==> config.mk <==
export PLATFORM = sky130hd
export DESIGN_NAME = rc4_crack_sequencer
export DESIGN_NICKNAME = d
export VERILOG_FILES = /design/src/rtl/rc4_crack_sequencer_pkg.sv /design/src/rtl/rc4_crack_sequencer_watchdog.sv /design/src/rtl/rc4_crack_sequencer.sv
export SDC_FILE = /design/constraint.sdc
export NUM_CORES = 1
export LEC_CHECK = 0
export ABC_AREA = 0
export BUFFER_PORTS_ARGS = -buffer_cell sky130_fd_sc_hd__buf_2
export CORE_ASPECT_RATIO = 0.6
export CORE_MARGIN = 2
export CORE_UTILIZATION = 47
export CTS_CLUSTER_SIZE = 20
export DETAILED_ROUTE_END_ITERATION = 10
export PLACE_DENSITY = 0.78
export SYNTH_ARGS = -nofsm -noshare
export SYNTH_HDL_FRONTEND = slang
export SYNTH_SLANG_ARGS = --single-unit
export TNS_END_PERCENT = 50
==> constraint.sdc <==
create_clock -name clk -period 2.4 [get_ports clk]
set_clock_uncertainty 0.1 [all_clocks]
set_input_delay 0.24 -clock clk [delete_from_list [all_inputs] [get_ports clk]]
set_output_delay 0.24 -clock clk [all_outputs]
set_load 0.005 [all_outputs]
==> src/rtl/rc4_crack_sequencer_pkg.sv <==
// Shared types for the RC4 key-search sequencer: FSM states, phase select and
// S-memory geometry.
package rc4_pkg;

    localparam int KEY_W  = 24;
    localparam int MEM_AW = 8;
    localparam int MEM_DW = 8;

    typedef enum logic [3:0] {
        S_IDLE,
        S_INIT_RUN,
        S_INIT_GAP,
        S_KSA_RUN,
        S_KSA_GAP,
        S_PRGA_RUN,
        S_PRGA_GAP,
        S_CHECK,
        S_FOUND,
        S_FAIL
    } seq_state_t;

    typedef enum logic [1:0] {
        PH_NONE,
        PH_INIT,
        PH_KSA,
        PH_PRGA
    } phase_t;

    // Only the three RUN states own the memory port and an engine start.
    function automatic phase_t state_phase(input seq_state_t s);
        case (s)
            S_INIT_RUN: return PH_INIT;
            S_KSA_RUN:  return PH_KSA;
            S_PRGA_RUN: return PH_PRGA;
            default:    return PH_NONE;
        endcase
    endfunction

endpackage

==> src/rtl/rc4_crack_sequencer_watchdog.sv <==
// Per-phase cycle counter; tc_o flags that the running phase has used up its
// cycle allowance.
module phase_watchdog #(
    parameter logic [15:0] PHASE_TIMEOUT = 16'd4095
) (
    input  logic clk,
    input  logic rst_n,
    input  logic clr_i,
    input  logic en_i,
    output logic tc_o
);

    logic [15:0] count_q;
    logic [15:0] count_d;

    always_comb begin
        count_d = count_q;
        if (clr_i) begin
            count_d = 16'd0;
        end else if (en_i) begin
            count_d = count_q + 16'd1;
        end
    end

    always_ff @(posedge clk or negedge rst_n) begin
        if (!rst_n) begin
            count_q <= 16'd0;
        end else begin
            count_q <= count_d;
        end
    end

    assign tc_o = (count_q == PHASE_TIMEOUT);

endmodule

==> src/rtl/rc4_crack_sequencer.sv <==
// Phase controller for the RC4 key search: walks candidate keys through
// S-init, KSA and PRGA over one shared S memory and stops on a hit, end of
// key space or a hung phase.
module rc4_crack_sequencer
    import rc4_pkg::*;
#(
    parameter logic [KEY_W-1:0] KEY_FIRST     = 24'h000000,
    parameter logic [KEY_W-1:0] KEY_LAST      = 24'h3FFFFF,
    parameter logic [KEY_W-1:0] KEY_STEP      = 24'd1,
    parameter logic [15:0]      PHASE_TIMEOUT = 16'd4095
) (
    input  logic              clk,
    input  logic              rst_n,
    input  logic              go,
    output logic [KEY_W-1:0]  secret_key,
    output logic              init_start,
    output logic              ksa_start,
    output logic              prga_start,
    input  logic              init_done,
    input  logic              ksa_done,
    input  logic              prga_done,
    input  logic              prga_ok,
    input  logic [MEM_AW-1:0] init_addr,
    input  logic [MEM_DW-1:0] init_data,
    input  logic              init_wren,
    input  logic [MEM_AW-1:0] ksa_addr,
    input  logic [MEM_DW-1:0] ksa_data,
    input  logic              ksa_wren,
    input  logic [MEM_AW-1:0] prga_addr,
    input  logic [MEM_DW-1:0] prga_data,
    input  logic              prga_wren,
    output logic [MEM_AW-1:0] mem_addr,
    output logic [MEM_DW-1:0] mem_data,
    output logic              mem_wren,
    output logic              busy,
    output logic              found,
    output logic              exhausted,
    output logic              timeout_err
);

    seq_state_t       state_q, state_d;
    logic [KEY_W-1:0] key_q, key_d;
    logic             ok_q, ok_d;
    logic             found_q, found_d;
    logic             exh_q, exh_d;
    logic             to_q, to_d;
    logic             wd_tc;
    logic             run;
    phase_t           phase;

    assign phase = state_phase(state_q);
    assign run   = (phase != PH_NONE);

    phase_watchdog #(
        .PHASE_TIMEOUT(PHASE_TIMEOUT)
    ) u_watchdog (
        .clk  (clk),
        .rst_n(rst_n),
        .clr_i(!run),
        .en_i (run),
        .tc_o (wd_tc)
    );

    always_ff @(posedge clk or negedge rst_n) begin
        if (!rst_n) begin
            state_q <= S_IDLE;
            key_q   <= '0;
            ok_q    <= 1'b0;
            found_q <= 1'b0;
            exh_q   <= 1'b0;
            to_q    <= 1'b0;
        end else begin
            state_q <= state_d;
            key_q   <= key_d;
            ok_q    <= ok_d;
            found_q <= found_d;
            exh_q   <= exh_d;
            to_q    <= to_d;
        end
    end

    always_comb begin
        state_d = state_q;
        key_d   = key_q;
        ok_d    = ok_q;
        found_d = found_q;
        exh_d   = exh_q;
        to_d    = to_q;
        case (state_q)
            S_IDLE, S_FOUND, S_FAIL: begin
                if (go) begin
                    key_d   = KEY_FIRST;
                    ok_d    = 1'b0;
                    found_d = 1'b0;
                    exh_d   = 1'b0;
                    to_d    = 1'b0;
                    state_d = S_INIT_RUN;
                end
            end
            // A done arriving on the timeout cycle still counts as success.
            S_INIT_RUN: begin
                if (init_done) begin
                    state_d = S_INIT_GAP;
                end else if (wd_tc) begin
                    to_d    = 1'b1;
                    state_d = S_FAIL;
                end
            end
            S_KSA_RUN: begin
                if (ksa_done) begin
                    state_d = S_KSA_GAP;
                end else if (wd_tc) begin
                    to_d    = 1'b1;
                    state_d = S_FAIL;
                end
            end
            S_PRGA_RUN: begin
                if (prga_done) begin
                    ok_d    = prga_ok;
                    state_d = S_PRGA_GAP;
                end else if (wd_tc) begin
                    to_d    = 1'b1;
                    state_d = S_FAIL;
                end
            end
            S_INIT_GAP: state_d = S_KSA_RUN;
            S_KSA_GAP:  state_d = S_PRGA_RUN;
            S_PRGA_GAP: state_d = S_CHECK;
            S_CHECK: begin
                // 25-bit sum so a step past the top of the key space cannot wrap.
                if (ok_q) begin
                    found_d = 1'b1;
                    state_d = S_FOUND;
                end else if (({1'b0, key_q} + {1'b0, KEY_STEP}) > {1'b0, KEY_LAST}) begin
                    exh_d   = 1'b1;
                    state_d = S_FAIL;
                end else begin
                    key_d   = key_q + KEY_STEP;
                    state_d = S_INIT_RUN;
                end
            end
            default: state_d = S_IDLE;
        endcase
    end

    always_comb begin
        init_start = 1'b0;
        ksa_start  = 1'b0;
        prga_start = 1'b0;
        mem_addr   = '0;
        mem_data   = '0;
        mem_wren   = 1'b0;
        case (phase)
            PH_INIT: begin
                init_start = 1'b1;
                mem_addr   = init_addr;
                mem_data   = init_data;
                mem_wren   = init_wren;
            end
            PH_KSA: begin
                ksa_start = 1'b1;
                mem_addr  = ksa_addr;
                mem_data  = ksa_data;
                mem_wren  = ksa_wren;
            end
            PH_PRGA: begin
                prga_start = 1'b1;
                mem_addr   = prga_addr;
                mem_data   = prga_data;
                mem_wren   = prga_wren;
            end
            default: ;
        endcase
        busy = !(state_q == S_IDLE || state_q == S_FOUND || state_q == S_FAIL);
    end

    assign secret_key  = key_q;
    assign found       = found_q;
    assign exhausted   = exh_q;
    assign timeout_err = to_q;

endmodule

== Yosys cells after proc, flatten, opt, wreduce, memory -nomap -nowiden ==
Index checks and enable logic that the tools add are counted.

* Flip-flop bits (word level): 48
* Input bits: 58
* Logic and storage cells: 80
* Output and inout bits: 48

* Muxes and demuxes: 33
* $add $sub $neg: 3
* Equal/unequal tests: 22
* Magnitude comparators: 1
* Reduce and logical (&&, ||, !) cells: 14

{| class="wikitable"
|+ Operator list
! kind !! count
|-
| $mux 24 || 3
|-
| $pmux 24 s2 || 1
|-
| $pmux 8 s3 || 2
|-
| $pmux 4 s8 || 1
|-
| $mux 4 || 7
|-
| $add 24x1->25 const B || 1
|-
| $gt 25x22->1 const B || 1
|-
| $add 24x1->24 const B || 1
|-
| $ne 2x2->1 const B || 9
|-
| $add 16x1->16 const B || 1
|-
| $eq 16x12->1 const B || 1
|-
| $eq 4x3->1 const B || 4
|-
| $mux 16 || 1
|-
| $mux 1 || 12
|-
| $eq 4x2->1 const B || 2
|-
| $eq 4x4->1 const B || 2
|-
| $reduce_and 4->1 || 2
|-
| $pmux 1 s2 || 3
|-
| $pmux 2 s3 || 1
|-
| $reduce_and 3->1 || 2
|-
| $reduce_bool 2->1 || 3
|-
| $reduce_and 5->1 || 1
|-
| $eq 2x2->1 const B || 2
|-
| $eq 4x1->1 const B || 1
|-
| other kinds (8) || 9
|}

== Depth between registers and ports, before layout ==
Gate-level depths: netlist (run 1).

* Word-level depth: 5
* Gate-level depth with buffers: 9

== Hierarchy ==
A second synthesis (run 1) with hierarchy kept.

* Cell total of the unflattened synthesis: 456
* Area, all modules: 3577.2 sq um

{| class="wikitable"
|+ Modules (own cells, without submodules)
! module !! cells each !! area an instance (sq um) !! seq. area each (sq um) !! instances
|-
| rc4_crack_sequencer || 371 || 2710.1 || 800.8 || 1
|-
| phase_watchdog || 85 || 867.1 || 400.4 || 1
|}

== Worst setup path after synthesis (run 1) ==
Ideal clock, no wire load.

* Path kind: register to register
* Start: register key_q[1] (netlist: secret_key[1])
* End: register key_q[16] (netlist: secret_key[16])
* Path slack: -173 ps
* Arrival time: 2331 ps
* Stages on the path, launching flop included: 10
* Cell sequence: dfrtp_1 -> ha_1 -> nand3_4 -> nor4_4 -> nand4_1 -> a21oi_2 -> nand2_2 -> o21ai_4 -> buf_12 -> a31oi_4

* Word-level cells in the longest chain between the ends: 4

{| class="wikitable"
|+ RTL lines
! what !! line !! source
|-
| from (decl) || rc4_crack_sequencer.sv:42 || <nowiki>logic [KEY_W-1:0] key_q, key_d;</nowiki>
|-
| from (signal assigned) || rc4_crack_sequencer.sv:74 || <nowiki>key_q <= key_d;</nowiki>
|-
| $add 24x1->25 / $add 24x1->24 (equally long branches) || rc4_crack_sequencer.sv:134, rc4_crack_sequencer.sv:138 ||
|-
| $gt 25x22->1 / $mux 24 (equally long branches) || rc4_crack_sequencer.sv:134 || <nowiki>end else if (({1'b0, key_q} + {1'b0, KEY_STEP}) > {1'b0, KEY_LAST}) begin</nowiki>
|-
| $ne 2x2->1 (no source line) / $mux 24 (equally long branches) || n/a ||
|-
| $reduce_and 4->1 (no source line) / $pmux 24 s2 (equally long branches) || n/a ||
|}

Several ways; a longest one is shown, not always the timed one. The select of a mux whose other input is x is not followed.
A chain may end at the register's enable or synchronous reset.

== Worst setup path after layout (run 1) ==
Ends and elaborated chain as after synthesis.

==> impl_metrics.tcl, run 1 <==
set metrics [dict create \
    rrSetupSlack_ns -0.04 \
    fin_crit_sh 1.017 \
    finish.net_count 595 \
    cts_sinks 48 \
    p_sw_uw 2063 \
    grt_max_degree 40 \
    syn2layout_area_growth_pct 36.03 \
    synth_top_area_share 0.3480 \
    grt_overflow 0 \
    die_area_mm2 0.008069 \
    r2r_start "secret_key[1]" \
    cp_max_fo 5 \
    synth-edff-count 0 \
    swShare 0.4462 \
    worst-r2r-cell-count 9 \
    wirelength_mm 10.87 \
    antenna-diode-count 0 \
    ys_warn_count 0 \
    synthArstFlopShare 1.000 \
    setup_viol 9 \
    cp.buffers_inverters 1 \
    cp-start-kind "flip-flop" \
    outcome "finished with violations" \
    p_int_uw 2561 \
    first_pass_iters 5 \
    die_w_um 114.6 \
    rsz0062_at_grt "true" \
    cp-end-kind "flip-flop" \
    worstSetupPathType "reg2reg" \
    seq_area_frac_synth 0.3480 \
    power_frac_seq 0.267 \
    pwr-share-clk 0.146 \
    max_cap_viol_count 0 \
    drv_slew 0 \
    grt_pass1_vias 3449 \
    power_frac_comb 0.587 \
    io_buffer_count 105 \
    synth.area.mux_share 0.05835 \
    drt_iter0_markers 394 \
    routabilityCongestion 0.9669 \
    synth_largest_area_cell "dfrtp_1" \
    synth.distinct_cells 60 \
    rows 24 \
    cts_root_buffer "clkbuf_16" \
    min_path_type "in2async" \
    regToRegEndpoint "secret_key[16]" \
    fill_cells 574 \
    boundaryPins 106 \
    hold_viol_final 20 \
    synth_nets 448 \
    syn-cell-area_mm2 0.003452 \
    layout-drive-gt1-share 0.4082 \
    clk_path_buf_depth 2 \
    worst_pin_slew_ns 0.9070 \
    worst_slack_ns -0.03973 \
    synth_area_leaders "dfrtp_1, nor2_1, a31oi_1" \
    cts_tree "yes" \
    start_util 0.4810 \
    clock_latency_ns 0.29 \
    yosys.area_share.simple 0.2740 \
    fp.dieH_um 70.39 \
    ys.flop_type "dfrtp_1" \
    multi_input_area_mm2 0.002241 \
    path_cells "ha_4 -> nand3_4 -> nor2_1 -> o211ai_1 -> and3_1 -> o2111a_4 -> o21ai_4 -> buf_4 -> a31oi_4" \
    synthXorXnorAreaFrac 0.04567 \
    ir_worst_vdd_mv 0.5031 \
    p_leak_uw 0.002237 \
    critPathSlowestCell "dfrtp_2" \
    synthCells 387 \
    drtAntennaViolNets 0 \
    post-route-util 0.6543 \
    synth_top_family_by_area "simple AND/OR/NAND/NOR gates" \
    core_mm2 0.007177 \
    violations "negative hold slack, negative setup slack" \
    p_total_uw 4624 \
    crit_family "compound AO/OA/AOI/OAI gates" \
    cp.arrival_ns 2.50 \
    synth_fa_ha_area_frac 0.01087 \
    max_freq_mhz 409.9 \
    path_clk_slew_ns 0.07 \
    powerDensity_mw_per_mm2 984.7 \
    vias_per_cell 5.899 \
    required_ns 2.46 \
    antenna_found_initial 0 \
    grt_pass1_wl_mm 17.04 \
    place_inst 610 \
    cpPeakStageDelay_ns 0.41 \
    fin_crit_ns 2.440 \
    synth-compound-area-share 0.2262 \
    fin_tns_setup_ns -0.1693 \
    dp_hpwl_mm 7.963 \
    fin_hold_ws_ns -0.03524 \
    syn_area_per_cell_um2 8.920 \
    stdcell_count 625 \
    ys_seq_elements 48 \
    drc 0 \
    gr-usage-all-layers 0.2651 \
    post_drt_wl_per_cell_um 17.39 \
    slew_headroom 0.3954 \
    regArea_mm2 0.001211 \
    cts_htree_levels 2 \
    numCtsBuffers 5 \
    vias 3687 \
]
[power groups by stage]
stage               Combinational, µW  Clock (µW)  Sequential [µW]
floorplan                        1410           0             1340
global placement                 2490           0             1220
detailed placement               2550           0             1240
CTS                              2590         684             1220
global route                     2940         728             1260
finish                           2710         677             1230
[timing repair]
action | CTS | global route
gates resized for setup | 6 | 20
buffers inserted | 6 | 2
hold buffers | 0 | 0
setup endpoints to repair | 24 | 24
pin swaps | 6 | 10
[cells in the final DEF (no fill, tap or decap), drive strengths merged, types with 9 or more instances in the layout]
cell / n
a21oi: 12
inv: 9
buf: 160
a31oi: 39
nand2: 30
and3: 15
mux2i: 19
dfrtp: 48
nand4: 14
nor3: 9
nor2: 60
xnor2: 12
nand3: 23
o21ai: 11
[cells in the mapped netlist (all sizes together) (2+ instances only)]
cell type	count
a21o	2
a21oi	12
a22o	3
a31oi	39
and2	4
and3	15
buf	8
clkbuf	12
dfrtp	48
ha	3
inv	9
mux2i	19
nand2	30
nand2b	6
nand3	23
nand3b	3
nand4	14
nor2	60
nor3	9
nor4	4
o2111ai	2
o211ai	7
o21ai	11
o311ai	5
o31a	2
or3	4
xnor2	12
xor2	6
[logic make-up after synthesis]
family	count (synthesis)
simple gates	176
compound gates	93
flops	48
buf+inv	29
mux	20
xor+xnor	18
fa+ha+maj	3
[layout make-up]
type / instances / share of cell area
timing repair buffer: 160 / 0.2041
clock inverter: 2 / 0.002665
inverter: 9 / 0.007194
sequential: 48 / 0.2579
clock buffer: 5 / 0.02665
tap: 91 / 0.02425
multi-input combinational: 310 / 0.4772
[layer usage]
metal  wire length [µm]  vias to the layer above  GRT usage  share of wire
li1                   -                     1728          -              -
met3                834                       18    0.07986          0.077
met5                  0                        -          0              0
met1               5103                     1784     0.3894           0.47
met2               4802                      157     0.3780           0.44
met4                129                        0    0.06775          0.012
[flip-flops by register name (all words and copies together), names as in the netlist]
name,count
state_q,4
ok_q,1
found,1
exhausted,1
secret_key,24
u_watchdog.count_q,16
timeout_err,1
[per-stage QoR]
step | worst slack [ns] | area, µm²
after floorplan | 0.01098 | 3468
after global placement | -0.002349 | 4379
after detailed placement | -0.1170 | 4379
after CTS | 0.005544 | 4586
after global routing | -0.1162 | 4696
final | -0.03973 | 4696
[how the worst max path moves through the flow]
| stage | from | to | cells after the start |
|---|---|---|---|
| 2_1_floorplan | secret_key[0] | secret_key[16] | 9 |
| 3_3_place_gp | secret_key[1] | secret_key[3] | 9 |
| 3_5_place_dp | secret_key[5] | secret_key[5] | 8 |
| 4_1_cts | secret_key[5] | secret_key[16] | 9 |
| 5_1_grt | secret_key[1] | secret_key[21] | 9 |
| 6_report | secret_key[1] | secret_key[16] | 9 |
No activity file was read; power rests on OpenSTA's default activity.
==> run 2: changes to the inputs <==
--- a/config.mk
+++ b/config.mk
@@ -6,13 +6,14 @@
 export NUM_CORES = 1
 export LEC_CHECK = 0
 export ABC_AREA = 0
-export BUFFER_PORTS_ARGS = -buffer_cell sky130_fd_sc_hd__buf_2
+export BUFFER_PORTS_ARGS = -buffer_cell sky130_fd_sc_hd__clkbuf_2
 export CORE_ASPECT_RATIO = 0.6
 export CORE_MARGIN = 2
 export CORE_UTILIZATION = 47
-export CTS_CLUSTER_SIZE = 20
+export CTS_CLUSTER_SIZE = 16
 export DETAILED_ROUTE_END_ITERATION = 10
 export PLACE_DENSITY = 0.78
+export RECOVER_POWER = 25
 export SYNTH_ARGS = -nofsm -noshare
 export SYNTH_HDL_FRONTEND = slang
 export SYNTH_SLANG_ARGS = --single-unit
==> run 2 against run 1 <==
- the run now ends clean
- wire length rose by 4.2%
- clock-buffer cell count did not move
- sequential cell count did not move
==> impl_metrics.tcl, run 2 (synthesized netlist as in run 1, its figures left out) <==
set metrics [dict create \
    slew_headroom 0.4775 \
    regToRegEndpoint "secret_key[7]" \
    vias_per_cell 5.963 \
    layout_commonest_cell "clkbuf_2" \
    grt_max_degree 38 \
    powerDensity_mw_per_mm2 1021 \
    p_leak_uw 0.002282 \
    wirelength_mm 11.33 \
    rsz0062_at_grt "true" \
    first_pass_iters 5 \
    path_clk_slew_ns 0.07 \
    start_util 0.4810 \
    stdcell_count 630 \
    drv_slew 0 \
    max_cap_viol_count 0 \
    gr-usage-all-layers 0.2767 \
    clk_path_buf_depth 2 \
    place_inst 609 \
    post_drt_wl_per_cell_um 17.98 \
    clock_latency_ns 0.29 \
    boundaryPins 106 \
    drt_iter0_markers 377 \
    core_mm2 0.007177 \
    multi_input_area_mm2 0.002241 \
    grt_overflow 0 \
    max_freq_mhz 418.6 \
    grt_pass1_vias 3481 \
    io_buffer_count 105 \
    syn2layout_area_growth_pct 38.56 \
    fp.dieH_um 70.39 \
    worst_pin_slew_ns 0.7838 \
    dp_hpwl_mm 8.173 \
    die_w_um 114.6 \
    setup_viol 0 \
    finish.net_count 599 \
    required_ns 2.47 \
    grt_pass1_wl_mm 17.79 \
    fill_cells 554 \
    antenna_found_initial 0 \
    outcome "complete, no violations" \
    hold_viol_final 0 \
    largest_reg_flops 24 \
    dp_worst_setup_slack_ns -0.1274 \
    rows 24 \
    holdPathEnd "state_q[2]" \
    rrSetupSlack_ns 0.01 \
    cts_root_buffer "clkbuf_16" \
    worst_slack_ns 0.01110 \
    worstSetupPathType "reg2reg" \
    ir_worst_vdd_mv 0.4728 \
    numCtsBuffers 5 \
    fin_crit_ns 2.389 \
    hp-start "ksa_done" \
    crit_start "secret_key[6]" \
    routabilityCongestion 0.9508 \
    antenna-diode-count 0 \
    final_cell_mix "clkbuf_2, nor2_1, buf_4" \
    cp-start-kind "flip-flop" \
    worst-r2r-cell-count 9 \
    min_path_type "in2reg" \
    r2r_start "secret_key[6]" \
    layout-drive-gt1-share 0.4119 \
    fin_crit_sh 0.9954 \
    vias 3757 \
    cts_htree_levels 2 \
    cp.arrival_ns 2.46 \
    drc 0 \
    cts_sinks 48 \
    cp-end-kind "flip-flop" \
    cp_max_fo 10 \
    regArea_mm2 0.001210 \
    die_area_mm2 0.008069 \
    min_path_cells 3 \
    drtAntennaViolNets 0 \
    cts_tree "yes" \
]
run 2: layout make-up:
| cell class | count | area share |
|---|---|---|
| clock buffer | 5 | 0.02616 |
| clock inverter | 3 | 0.01439 |
| inverter | 9 | 0.007063 |
| multi-input combinational | 310 | 0.4685 |
| sequential | 48 | 0.2529 |
| tap | 91 | 0.02380 |
| timing repair buffer | 164 | 0.2072 |
run 2: repair_timing:
item,CTS,global route
buffers inserted,5,7
hold buffers,1,0
gates resized for setup,6,22
endpoints found under the setup margin,24,26
pin swaps,5,13
hold endpoints to repair,30,0
run 2: layer usage:
metal  share of wire  vias up  routed length [µm]  GRT usage
li1                -     1746                   -          -
met1            0.44     1793                5039     0.4207
met2            0.45      190                5069     0.4004
met3           0.090       28                1020    0.05556
met4           0.017        0                 198    0.06640
met5               0        -                   0          0
run 2: worst max path at each step:
| stage | to | slack, ns | cells past startpoint |
|---|---|---|---|
| floorplan | secret_key[16] | 0.01 | 9 |
| global placement | secret_key[19] | -0.02 | 8 |
| detailed placement | secret_key[4] | -0.13 | 9 |
| CTS | secret_key[16] | -0.002 | 9 |
| global route | secret_key[7] | -0.09 | 9 |
| finish | secret_key[7] | 0.01 | 9 |
run 2: power breakdown:
part | switching [µW] | total (µW) | internal (µW)
registers | 284 | 1310 | 1020
logic | 1500 | 2650 | 1150
clock network | 323 | 924 | 601
run 2: metrics by stage:
stage               area (µm²)    util  power, µW   TNS [ns]  hold WS [ns]
CTS                       4632  0.6454       4735  -0.002072        0.1561
global placement          4372  0.6091       3709   -0.07347        0.2626
finish                    4783  0.6665       4884          0        0.1627
global route              4783  0.6665       5175    -0.9686        0.1797
detailed placement        4372  0.6091       3787     -1.867        0.2476
floorplan                 3468       -       2749          0       -0.1556
run 2: worst max-delay path, stage by stage (launching register included):
cell and delay (ns):
dfrtp_1 0.43, nand4_1 0.16, buf_4 0.20, or2_2 0.33
nand4_1 0.12, a21boi_2 0.08, o2111a_4 0.30, o21ai_4 0.25
buf_12 0.19, a31oi_1 0.10
